==> src/rtl/icache_fill_ctrl_pkg.sv <==
// Shared geometry, FSM state encoding and address helpers for the icache line-fill controller.
package icache_fill_ctrl_pkg;

   localparam int ADDR_W     = 32;
   localparam int DATA_W     = 32;
   localparam int BEATS      = 4;
   localparam int LINE_W     = BEATS * DATA_W;
   localparam int LINE_BYTES = LINE_W / 8;
   localparam int WORD_IDX_W = $clog2(BEATS);
   localparam int BYTE_OFF_W = $clog2(DATA_W / 8);
   localparam int LINE_OFF_W = $clog2(LINE_BYTES);
   localparam int TAG_W      = ADDR_W - LINE_OFF_W;

   typedef enum logic [1:0] {
      ST_IDLE  = 2'd0,
      ST_BEAT  = 2'd1,
      ST_DRAIN = 2'd2,
      ST_DONE  = 2'd3
   } fill_state_t;

   function automatic logic [ADDR_W-1:0] beat_addr(input logic [TAG_W-1:0] tag,
                                                   input logic [WORD_IDX_W-1:0] word);
      return {tag, word, {BYTE_OFF_W{1'b0}}};
   endfunction

   function automatic logic [ADDR_W-1:0] line_base(input logic [TAG_W-1:0] tag);
      return {tag, {LINE_OFF_W{1'b0}}};
   endfunction

endpackage

==> src/rtl/icache_fill_ctrl_line_asm.sv <==
// Line assembly register: one DATA_W lane per word, written by word index as beats arrive.
module icache_fill_ctrl_line_asm
   import icache_fill_ctrl_pkg::*;
(
   input  logic                  clk,
   input  logic                  reset_n,
   input  logic                  wr_en,
   input  logic [WORD_IDX_W-1:0] wr_idx,
   input  logic [DATA_W-1:0]     wr_data,
   output logic [LINE_W-1:0]     line
);

   logic [BEATS-1:0]  lane_we;
   logic [DATA_W-1:0] lanes [BEATS];

   for (genvar g = 0; g < BEATS; g++) begin : g_lane
      assign lane_we[g]                  = wr_en && (wr_idx == WORD_IDX_W'(g));
      assign line[g*DATA_W +: DATA_W]    = lanes[g];
   end

   always_ff @(posedge clk or negedge reset_n) begin
      if (!reset_n) begin
         for (int i = 0; i < BEATS; i++) lanes[i] <= '0;
      end else begin
         for (int i = 0; i < BEATS; i++) begin
            if (lane_we[i]) lanes[i] <= wr_data;
         end
      end
   end

endmodule

==> src/rtl/icache_fill_ctrl.sv <==
// Instruction-cache refill sequencer: fetches one line in single-word beats and writes it back with one pulse.
// Define FILL_CWF_EN for critical-word-first beat order and critical word forwarding.
module icache_fill_ctrl
   import icache_fill_ctrl_pkg::*;
(
   input  logic              clk,
   input  logic              reset_n,
   input  logic              miss_req,
   input  logic [ADDR_W-1:0] miss_addr,
   input  logic              miss_abort,
   output logic              mem_req,
   output logic [ADDR_W-1:0] mem_addr,
   input  logic              mem_ack,
   input  logic [DATA_W-1:0] mem_rdata,
   output logic              fill_valid,
   output logic [ADDR_W-1:0] fill_addr,
   output logic [LINE_W-1:0] fill_line,
   output logic              crit_valid,
   output logic [DATA_W-1:0] crit_word,
   output logic              busy
);

   fill_state_t           state, next_state;
   logic [TAG_W-1:0]      line_tag, line_tag_d;
   logic [WORD_IDX_W-1:0] word_idx, word_idx_d, next_word;
   logic [WORD_IDX_W-1:0] beat_cnt, beat_cnt_d;
   logic [WORD_IDX_W-1:0] start_word;
   logic                  accept, beat_ok, last_beat;
   logic                  mem_req_d, fill_valid_d, crit_valid_d, busy_d;
   logic [ADDR_W-1:0]     mem_addr_d, fill_addr_d;
   logic [DATA_W-1:0]     crit_word_d;

`ifdef FILL_CWF_EN
   logic unused_offset;
   assign unused_offset = &{1'b0, miss_addr[BYTE_OFF_W-1:0]};
   assign start_word    = miss_addr[LINE_OFF_W-1:BYTE_OFF_W];
`else
   logic unused_offset;
   assign unused_offset = &{1'b0, miss_addr[LINE_OFF_W-1:0]};
   assign start_word    = '0;
`endif

   // An abort on the same cycle as an ack closes the handshake, so that beat is dropped rather than stored.
   assign accept    = (state == ST_IDLE) && miss_req && !miss_abort;
   assign beat_ok   = (state == ST_BEAT) && mem_ack && !miss_abort;
   assign last_beat = (beat_cnt == WORD_IDX_W'(BEATS - 1));
   assign next_word = word_idx + 1'b1;

   always_ff @(posedge clk or negedge reset_n) begin
      if (!reset_n) state <= ST_IDLE;
      else          state <= next_state;
   end

   always_comb begin
      next_state = state;
      case (state)
         ST_IDLE:  if (accept) next_state = ST_BEAT;
         ST_BEAT: begin
            if (miss_abort)               next_state = mem_ack ? ST_IDLE : ST_DRAIN;
            else if (mem_ack && last_beat) next_state = ST_DONE;
         end
         ST_DRAIN: if (mem_ack) next_state = ST_IDLE;
         ST_DONE:  next_state = ST_IDLE;
         default:  next_state = ST_IDLE;
      endcase
   end

   // A drained request stays asserted because the bus handshake cannot be withdrawn once raised.
   always_comb begin
      mem_req_d    = (next_state == ST_BEAT) || (next_state == ST_DRAIN);
      busy_d       = (next_state != ST_IDLE);
      fill_valid_d = (state == ST_DONE);
      fill_addr_d  = (state == ST_DONE) ? line_base(line_tag) : fill_addr;
      mem_addr_d   = mem_addr;
      line_tag_d   = line_tag;
      word_idx_d   = word_idx;
      beat_cnt_d   = beat_cnt;
      if (accept) begin
         line_tag_d = miss_addr[ADDR_W-1:LINE_OFF_W];
         word_idx_d = start_word;
         beat_cnt_d = '0;
         mem_addr_d = beat_addr(miss_addr[ADDR_W-1:LINE_OFF_W], start_word);
      end else if (beat_ok) begin
         word_idx_d = next_word;
         beat_cnt_d = beat_cnt + 1'b1;
         mem_addr_d = beat_addr(line_tag, next_word);
      end
`ifdef FILL_CWF_EN
      crit_valid_d = beat_ok && (beat_cnt == '0);
      crit_word_d  = (beat_ok && (beat_cnt == '0)) ? mem_rdata : crit_word;
`else
      crit_valid_d = 1'b0;
      crit_word_d  = '0;
`endif
   end

   always_ff @(posedge clk or negedge reset_n) begin
      if (!reset_n) begin
         mem_req    <= 1'b0;
         mem_addr   <= '0;
         fill_valid <= 1'b0;
         fill_addr  <= '0;
         crit_valid <= 1'b0;
         crit_word  <= '0;
         busy       <= 1'b0;
         line_tag   <= '0;
         word_idx   <= '0;
         beat_cnt   <= '0;
      end else begin
         mem_req    <= mem_req_d;
         mem_addr   <= mem_addr_d;
         fill_valid <= fill_valid_d;
         fill_addr  <= fill_addr_d;
         crit_valid <= crit_valid_d;
         crit_word  <= crit_word_d;
         busy       <= busy_d;
         line_tag   <= line_tag_d;
         word_idx   <= word_idx_d;
         beat_cnt   <= beat_cnt_d;
      end
   end

   icache_fill_ctrl_line_asm u_line_asm (
      .clk     (clk),
      .reset_n (reset_n),
      .wr_en   (beat_ok),
      .wr_idx  (word_idx),
      .wr_data (mem_rdata),
      .line    (fill_line)
   );

endmodule

==> config.mk <==
export PLATFORM = sky130hd
export DESIGN_NAME = icache_fill_ctrl
export DESIGN_NICKNAME = d
export VERILOG_FILES = /design/src/rtl/icache_fill_ctrl_pkg.sv /design/src/rtl/icache_fill_ctrl_line_asm.sv /design/src/rtl/icache_fill_ctrl.sv
export SDC_FILE = /design/constraint.sdc
export NUM_CORES = 1
export LEC_CHECK = 0
export CORE_ASPECT_RATIO = 0.5
export CORE_MARGIN = 5
export CORE_UTILIZATION = 27
export DETAILED_ROUTE_END_ITERATION = 6
export SYNTH_ARGS = -nofsm -noshare
export SYNTH_HDL_FRONTEND = slang
export SYNTH_SLANG_ARGS = --single-unit
==> constraint.sdc <==
create_clock -name clk -period 3.7 [get_ports clk]
set_input_delay 0.74 -clock clk [delete_from_list [all_inputs] [get_ports clk]]
set_output_delay 0.74 -clock clk [all_outputs]
set_load 0.005 [all_outputs]
* Yosys cells after proc, flatten, opt, wreduce, memory -nomap -nowiden
Cells that the tools add are included.
** Cells by class
- Equality and inequality tests :: 9
- Reduce and logical (&&, ||, !) cells :: 15
- Mux-type cells :: 12
- Add/subtract/negate cells :: 2
** Operators by type and width (count)
- two-way mux 32 bit :: 2
- two-way mux 2 bit :: 9
- equality test 2 bit, second input constant :: 6
- logical AND 1 bit :: 9
- case mux 2 bit (4 select lines) :: 1
- equality test 2 x 1 -> 1 bit, second input constant :: 3
- adder 2 x 1 -> 2 bit, second input constant :: 2
- zero test 2 bit :: 2
- nonzero test 2 bit :: 2
- zero test 1 bit :: 1
- logical OR 1 bit :: 1
** Word-level totals
- Bits of input ports :: 69
- Bits in registers :: 225

* Longest topological paths before layout
Gate-level depths: netlist of run 1.
- Depth after elaboration :: 7
- Gate-level depth with buffers :: 6
- Gate-level depth less buffers :: 6

* Cells and area by module
From an unflattened synthesis of run 1, not the netlist that was laid out.
** Unflattened totals
- Cell total of the unflattened synthesis :: 653
- Area, all modules :: 8732.1 um^2
** By module, submodules not included
- icache_fill_ctrl_line_asm :: cells an instance 272, area an instance 4744.6 um^2, instances 1
- icache_fill_ctrl :: cells an instance 381, area an instance 3987.6 um^2, instances 1

* Least setup slack after synthesis of run 1
Ideal clock, no wire load.
- Kind :: input-to-reg
- Start point :: input port miss_abort
- End point :: register mem_req
- Path buffers :: 2
- Data required time :: 3574 ps
- Stages :: 5
- Path slack :: 1831 ps
- Arrival time :: 1743 ps
- Library setup time :: 126 ps
- Cells stage by stage :: nor2_1 > clkbuf_1 > buf_2 > o21ai_0 > ha_1
** On the way
- Word-level cells in the longest chain between the ends :: 6
- Elaborated cells between the ends (all ways) :: 8
** Ends and longest elaborated chain
- from (decl) :: line icache_fill_ctrl.sv:10 : input logic miss_abort,
- zero test 1 bit :: line icache_fill_ctrl.sv:44 : assign accept = (state == ST_IDLE) && miss_req && !miss_abort;
- logical AND 1 bit :: line icache_fill_ctrl.sv:44
- two-way mux 2 bit :: line icache_fill_ctrl.sv:57 : ST_IDLE: if (accept) next_state = ST_BEAT;
- case mux 2 bit (4 select lines) (*) :: line icache_fill_ctrl.sv:56 : case (state)
- equality test 2 x 1 -> 1 bit / equality test 2 bit (equally long branches) :: line icache_fill_ctrl.sv:70 : mem_req_d = (next_state == ST_BEAT) || (next_state == ST_DRAIN);
- logical OR 1 bit (*) :: line icache_fill_ctrl.sv:70
- via mem_req_d :: line icache_fill_ctrl.sv:29 : logic mem_req_d, fill_valid_d, crit_valid_d, busy_d;
- to (signal assigned) :: line icache_fill_ctrl.sv:110 : mem_req <= mem_req_d;
- to (decl) :: line icache_fill_ctrl.sv:11 : output logic mem_req,
The timed path passes the listed nets; every way through them passes the cells marked *.
A chain may end at the register's enable or synchronous reset.

* Worst setup path in the final report of run 1
- Start point :: input port miss_abort
- End point :: register u_line_asm.lanes, in the netlist u_line_asm.line[83]
** On the way
- Word-level cells in the longest chain between the ends :: 3
** Ends and longest elaborated chain
- zero test 1 bit :: line icache_fill_ctrl.sv:45 : assign beat_ok = (state == ST_BEAT) && mem_ack && !miss_abort;
- logical AND 1 bit :: line icache_fill_ctrl.sv:45
- logical AND 1 bit :: line icache_fill_ctrl_line_asm.sv:17 : assign lane_we[g] = wr_en && (wr_idx == WORD_IDX_W'(g));
- to (signal, indexed assignment) :: line icache_fill_ctrl_line_asm.sv:26 : if (lane_we[i]) lanes[i] <= wr_data;
- to (decl) :: line icache_fill_ctrl_line_asm.sv:14 : logic [DATA_W-1:0] lanes [BEATS];
No other way between the ends.

==> results of run 1 <==
-- state kept, by name (all words and copies together) (netlist names) --
register / cells
u_line_asm.line: 128
mem_addr: 29
busy: 1
line_tag: 28
state: 2
fill_valid: 1
mem_req: 1
beat_cnt: 2
fill_addr: 28
word_idx: 1
-- how the worst max path moves through the flow --
stage	endpoint	slack [ns]	depth (start not counted)	start
global placement	u_line_asm.line[7]	0.65	5	miss_abort
floorplan	mem_req	1.83	5	miss_abort
finish	u_line_asm.line[83]	1.15	5	miss_abort
CTS	u_line_asm.line[83]	1.15	5	miss_abort
global route	u_line_asm.line[83]	1.08	5	miss_abort
detailed placement	u_line_asm.line[10]	0.60	5	miss_abort
-- layout make-up --
class	count	area (um2)	area share [%]
clock buffers	35	640.6	5.158
inverters	5	18.77	0.1511
well taps	432	540.5	4.352
clock inverters	5	57.56	0.4634
repair buffers	264	2658	21.40
multi-input cells	398	2975	23.95
flip-flops and latches	221	5530	44.52
-- through the flow --
step	cell area (um2)	utilization, %	hold WS [ns]	total power [mW]	cells
global route	12420	38.74	0.2643	8.104	1360
floorplan	9022	-	0.4444	4.056	697
global placement	11720	36.57	0.4767	5.531	1320
finish	12420	38.74	0.2337	7.710	1360
detailed placement	11720	36.57	0.4829	5.601	1320
CTS	12420	38.74	0.2441	7.836	1360
-- critical path, cell delays in order --
cell	delay, ns
clkdlybuf4s50_1	0.62
and4bb_1	0.38
nand2_2	0.37
buf_4	0.42
mux2_2	0.38
-- placed cells by master (no fill, tap or decap), types with 2 or more instances in the layout --
| cell | count |
|---|---|
| nand2_2 | 4 |
| inv_1 | 5 |
| mux2_1 | 29 |
| a21oi_1 | 33 |
| clkbuf_16 | 23 |
| clkdlybuf4s50_1 | 252 |
| clkbuf_8 | 2 |
| o22ai_1 | 18 |
| nor2_1 | 30 |
| o22ai_2 | 10 |
| clkinv_2 | 2 |
| ha_1 | 6 |
| buf_4 | 8 |
| nand2_1 | 91 |
| mux2_2 | 128 |
| conb_1 | 39 |
| buf_12 | 3 |
| clkbuf_1 | 10 |
| dfrtp_1 | 221 |
-- cell families after synthesis --
kind of cell    after synthesis  synth area share [%]
flops                       221                 62.28
mux                         157                 19.91
simple gates                132                 6.228
buf+inv                      78                 5.918
compound gates               63                 4.678
fa+ha+maj                     6                0.8454
other cells                   1               0.04223
xor+xnor                      1               0.09865
-- power groups by stage --
| stage | Combinational (mW) | Clock, mW | Sequential (mW) |
|---|---|---|---|
| after floorplan | 0.644 | 0 | 3.41 |
| after global placement | 2.15 | 0 | 3.38 |
| after detailed placement | 2.19 | 0 | 3.41 |
| after CTS | 2.19 | 2.27 | 3.38 |
| after global routing | 2.29 | 2.37 | 3.44 |
| final | 2.14 | 2.20 | 3.37 |
-- metal layers --
layer / part of all wire [%] / vias to the layer above / global-route usage, %
met3: 2.8 / 52 / 2.127
li1: - / 2690 / -
met2: 56 / 98 / 25.84
met4: 4.1 / 0 / 5.061
met1: 38 / 3027 / 15.06
met5: 0 / - / 0
==> summary.txt, run 1 <==
STA
  • Fmax: 392.1 MHz
  • Setup slack after layout: 1.149 ns
  • Fin crit period: 2.551 ns
  • Setup TNS: 0 ns
  • Final max-slew violation count: 0
  • Final period util: 68.94%
  • Final hold violation count: 0
  • Relative slew slack: 39.17%
  • Final Setup Violations: 0
  • Worst Tran Pin Value: 0.9086 ns
  • Skew final: 0.01729 ns
  • RSZ-0062 raised after global routing: no

Floorplan
  • Die area: 0.03684 mm2
  • Core area: 0.03206 mm2
  • # rows: 46
  • Die Span Y: 138.2 um
  • Initial Util: 27.70%
  • Die Wd: 266.5 um
  • IO Count: 297

Drt
  • Post-DRT Antenna Nets: 0
  • Vias: 5867
  • Total wire length: 25780 um
  • Wire length per cell: 18.96 um
  • Drt first-iter violations: 269
  • Via/cell ratio: 4.314
  • DRT Pass-1 Iters: 4
  • Post-route DRC: 0

Place
  • DPL Wire Length: 18490 um
  • Post-Place Worst Slack: 0.6039 ns
  • Port-buffer cells: 253
  • Placer Congestion: 0.8157

Power and ir drop
  • Peak VDD IR: 241.7 uV
  • Power density over the cells: 620.7 mW/mm2
  • Seq pwr share: 43.7%
  • Switching Share: 26.45%
  • Static Leak: 5.693 nW
  • Clk pwr share: 28.5%
  • Int Power: 5.671 mW
  • Net Switching: 2.039 mW
  • Power share of the combinational group: 27.8%

Final layout
  • Share of cells above drive strength 1: 20.04%
  • Diodes inserted: 0
  • Fillcell total: 3049
  • Area growth syn-to-layout: 39.88%
  • Final #Nets: 988

GRT
  • Initial antenna violation count: 0
  • Tot GR Track Use: 13.51%
  • Largest net degree at the start of global routing: 90
  • Vias in the first global route: 6225
  • GR Overflow Total: 0
  • Global-route wire length before repair: 39260 um

Critical path
  • Crit Reg-Reg Endpoint: u_line_asm.line[70]
  • CP required: 4.09 ns
  • Setup CP Type: input pin to flop
  • Reg-to-reg setup timing slack: 1.48 ns
  • Worst reg2reg startpoint: state[0]
  • Crit Path Max Fanout: 22
  • CP startpoint kind: input pin
  • CP endpoint kind: flop
  • Reg2Reg Depth: 4
  • Worst endpoint data arrival time: 2.94 ns

Clock network
  • CTS resizes: 0
  • CTS sink cnt: 221
  • CTS Hold Buffers Added: 0
  • Postcts setup bufs: 0
  • H-Tree Depth: 1
  • Clock slew seen by the registers of the worst setup and hold paths: 0.06 ns
  • Clock buffer depth: 3
  • CTS tree: built
  • Root buffer cell: clkbuf_16
  • Worst-Skew Late Latency: 0.52 ns
  • CTS buffer count: 23

Synthesis
  • Yosys warning total: 0
  • Main synth FF type: dfrtp_1
  • Most common cell in the synthesized netlist: dfrtp_1
  • Synth area leader: dfrtp_1
  • Post-synth EDFFs: 0
  • Cells after synthesis: 659
  • Sequential fraction of the synthesis area: 62.28%
  • Ys async rst share: 100.0%
  • Top cells by count, synth: dfrtp_1, mux2_2, nand2_1
  • #FFs+latches synth: 221
  • Synthesized area: 0.008880 mm2
  • Largest cells by area after synthesis: dfrtp_1, mux2_2, buf_4
  • Mean Syn Cell Area: 13.47 um2
  • Distinct cells, synth: 27
  • Share of the synthesized area in the top cell type: 62.28%

Flow run
  • Maxcap violations: 0

Min path
  • HP Class: input pin to async pin

Run status
  • Status: completed
(Power assumes the default switching activity.)
==> run 2: changes to the inputs <==
- clock period: 3.7 -> 2.6 ns (I/O delays scaled with it)
==> summary.txt, run 2 (synthesis gave the netlist of run 1 again) <==
Min path
  • HP Class: flop to flop
  • Worst Hold Depth: 1

STA
  • Final hold violation count: 0
  • RSZ-0062 raised after global routing: no
  • Fin crit period: 2.073 ns
  • Final period util: 79.72%
  • Worst hold margin: 0.4907 ns
  • Final max-slew violation count: 0
  • Final Setup Violations: 0
  • Skew final: 0.01939 ns
  • Setup TNS: 0 ns
  • Fmax: 482.4 MHz

GRT
  • Tot GR Track Use: 13.46%
  • GR Overflow Total: 0
  • Vias in the first global route: 6126
  • Largest net degree at the start of global routing: 66
  • Initial antenna violation count: 0
  • Global-route wire length before repair: 39050 um

Power and ir drop
  • Power density over the cells: 875.6 mW/mm2
  • Peak VDD IR: 450.4 uV
  • Static Leak: 5.786 nW

Critical path
  • CP required: 2.08 ns
  • Setup CP Type: flop to primary output
  • CP endpoint kind: primary output
  • CP startpoint kind: flop
  • Crit Path Max Fanout: 5
  • CP max stage cell: clkdlybuf4s50_1
  • Reg2Reg Depth: 4
  • Largest stage delay, worst path: 0.62 ns
  • Crit path max-delay family: buffers and inverters
  • Buf/Inv on CP: 1
  • Stages on worst setup path: 1
  • Worst path cell trace: clkdlybuf4s50_1
  • Worst endpoint data arrival time: 1.55 ns

Clock network
  • Worst-Skew Late Latency: 0.51 ns
  • CTS buffer count: 23
  • Clock buffer depth: 3
  • H-Tree Depth: 1
  • Postcts setup bufs: 0
  • Root buffer cell: clkbuf_16
  • Clock slew seen by the registers of the worst setup and hold paths: 0.06 ns
  • CTS sink cnt: 221
  • CTS tree: built
  • CTS resizes: 0
  • CTS Hold Buffers Added: 1

Drt
  • DRT Pass-1 Iters: 4
  • Post-DRT Antenna Nets: 0
  • Via/cell ratio: 4.289
  • Wire length per cell: 18.59 um
  • Total wire length: 25450 um
  • Drt first-iter violations: 289
  • Post-route DRC: 0
  • Vias: 5872

Final layout
  • Final #Nets: 999
  • Most frequent cells in the layout: clkdlybuf4s50_1, dfrtp_1, mux2_2
  • Share of cells above drive strength 1: 21.13%
  • Most common cell after layout, fill and taps aside: clkdlybuf4s50_1
  • Max reg flops: 128
  • Diodes inserted: 0
  • Non-Filler Instances: 1369
  • Area growth syn-to-layout: 41.68%

Floorplan
  • IO Count: 297
  • Die Wd: 266.5 um
  • Initial Util: 27.70%
  • Die Span Y: 138.2 um
  • Core area: 0.03206 mm2
  • # rows: 46
  • Die area: 0.03684 mm2

Place
  • Placed cell count: 1330
  • Placer Congestion: 0.7700
  • DPL Wire Length: 18300 um
  • Port-buffer cells: 253

Run status
  • Status: completed

Flow run
  • Maxcap violations: 0
==> run 2: changes by cell type in the layout (fill, tap and decap cells not counted) <==
cell,previous run,this run
buf_12,3,8
buf_4,8,13
clkbuf_1,10,6
clkbuf_8,2,4
dlygate4sd3_1,0,1
==> run 2: per-stage QoR <==
| stage | utilization, % | worst slack [ns] | power [mW] | cell area, um2 |
|---|---|---|---|---|
| floorplan | - | 0.9514 | 5.773 | 9022 |
| global placement | 37.00 | 0.2555 | 7.890 | 11860 |
| detailed placement | 37.00 | 0.2187 | 7.973 | 11860 |
| CTS | 39.24 | 0.5126 | 11.22 | 12580 |
| global route | 39.24 | 0.4736 | 11.60 | 12580 |
| finish | 39.24 | 0.5272 | 11.02 | 12580 |
==> run 2: final timing paths <==
kind | startpoint | endpoint | slack (ns)
worst max-delay path | word_idx[0] | mem_addr[2] | 0.53
worst min-delay path | u_line_asm.line[31] | u_line_asm.line[31] | 0.49
worst max register to register | state[0] | u_line_asm.line[93] | 0.71
worst min register to register | u_line_asm.line[31] | u_line_asm.line[31] | 0.49
max in group asynchronous | reset_n | u_line_asm.line[106] | 1.31
min in group asynchronous | reset_n | fill_addr[18] | 0.52
==> run 2: area by class of cell <==
class	instances	area (um2)
clock inverter	5	57.56
multi-input combinational	398	2975
timing repair buffer	275	2805
fill	2990	19480
clock buffer	33	653.1
sequential	221	5530
tap	432	540.5
inverter	5	18.77
==> run 2: worst reg2reg max path: stages, from the launching register on <==
cell	delay [ns]
dfrtp_1	0.55
and4bb_1	0.50
nand2_2	0.14
buf_4	0.22
mux2_1	0.34
==> run 2: per-layer routing <==
layer  vias up  track usage, %  share of wire, %
met5         -               0                 0
met2       109           25.93                56
met1      3005           14.95                37
met4         0           4.303               3.6
li1       2712               -                 -
met3        46           2.429               3.2
==> run 2: report_power, final <==
part	internal [mW]	switching, mW	total, mW
Sequential	4.31	0.480	4.79
Clock	1.84	1.33	3.17
Combinational	1.98	1.08	3.06
Total	8.12	2.89	11.0
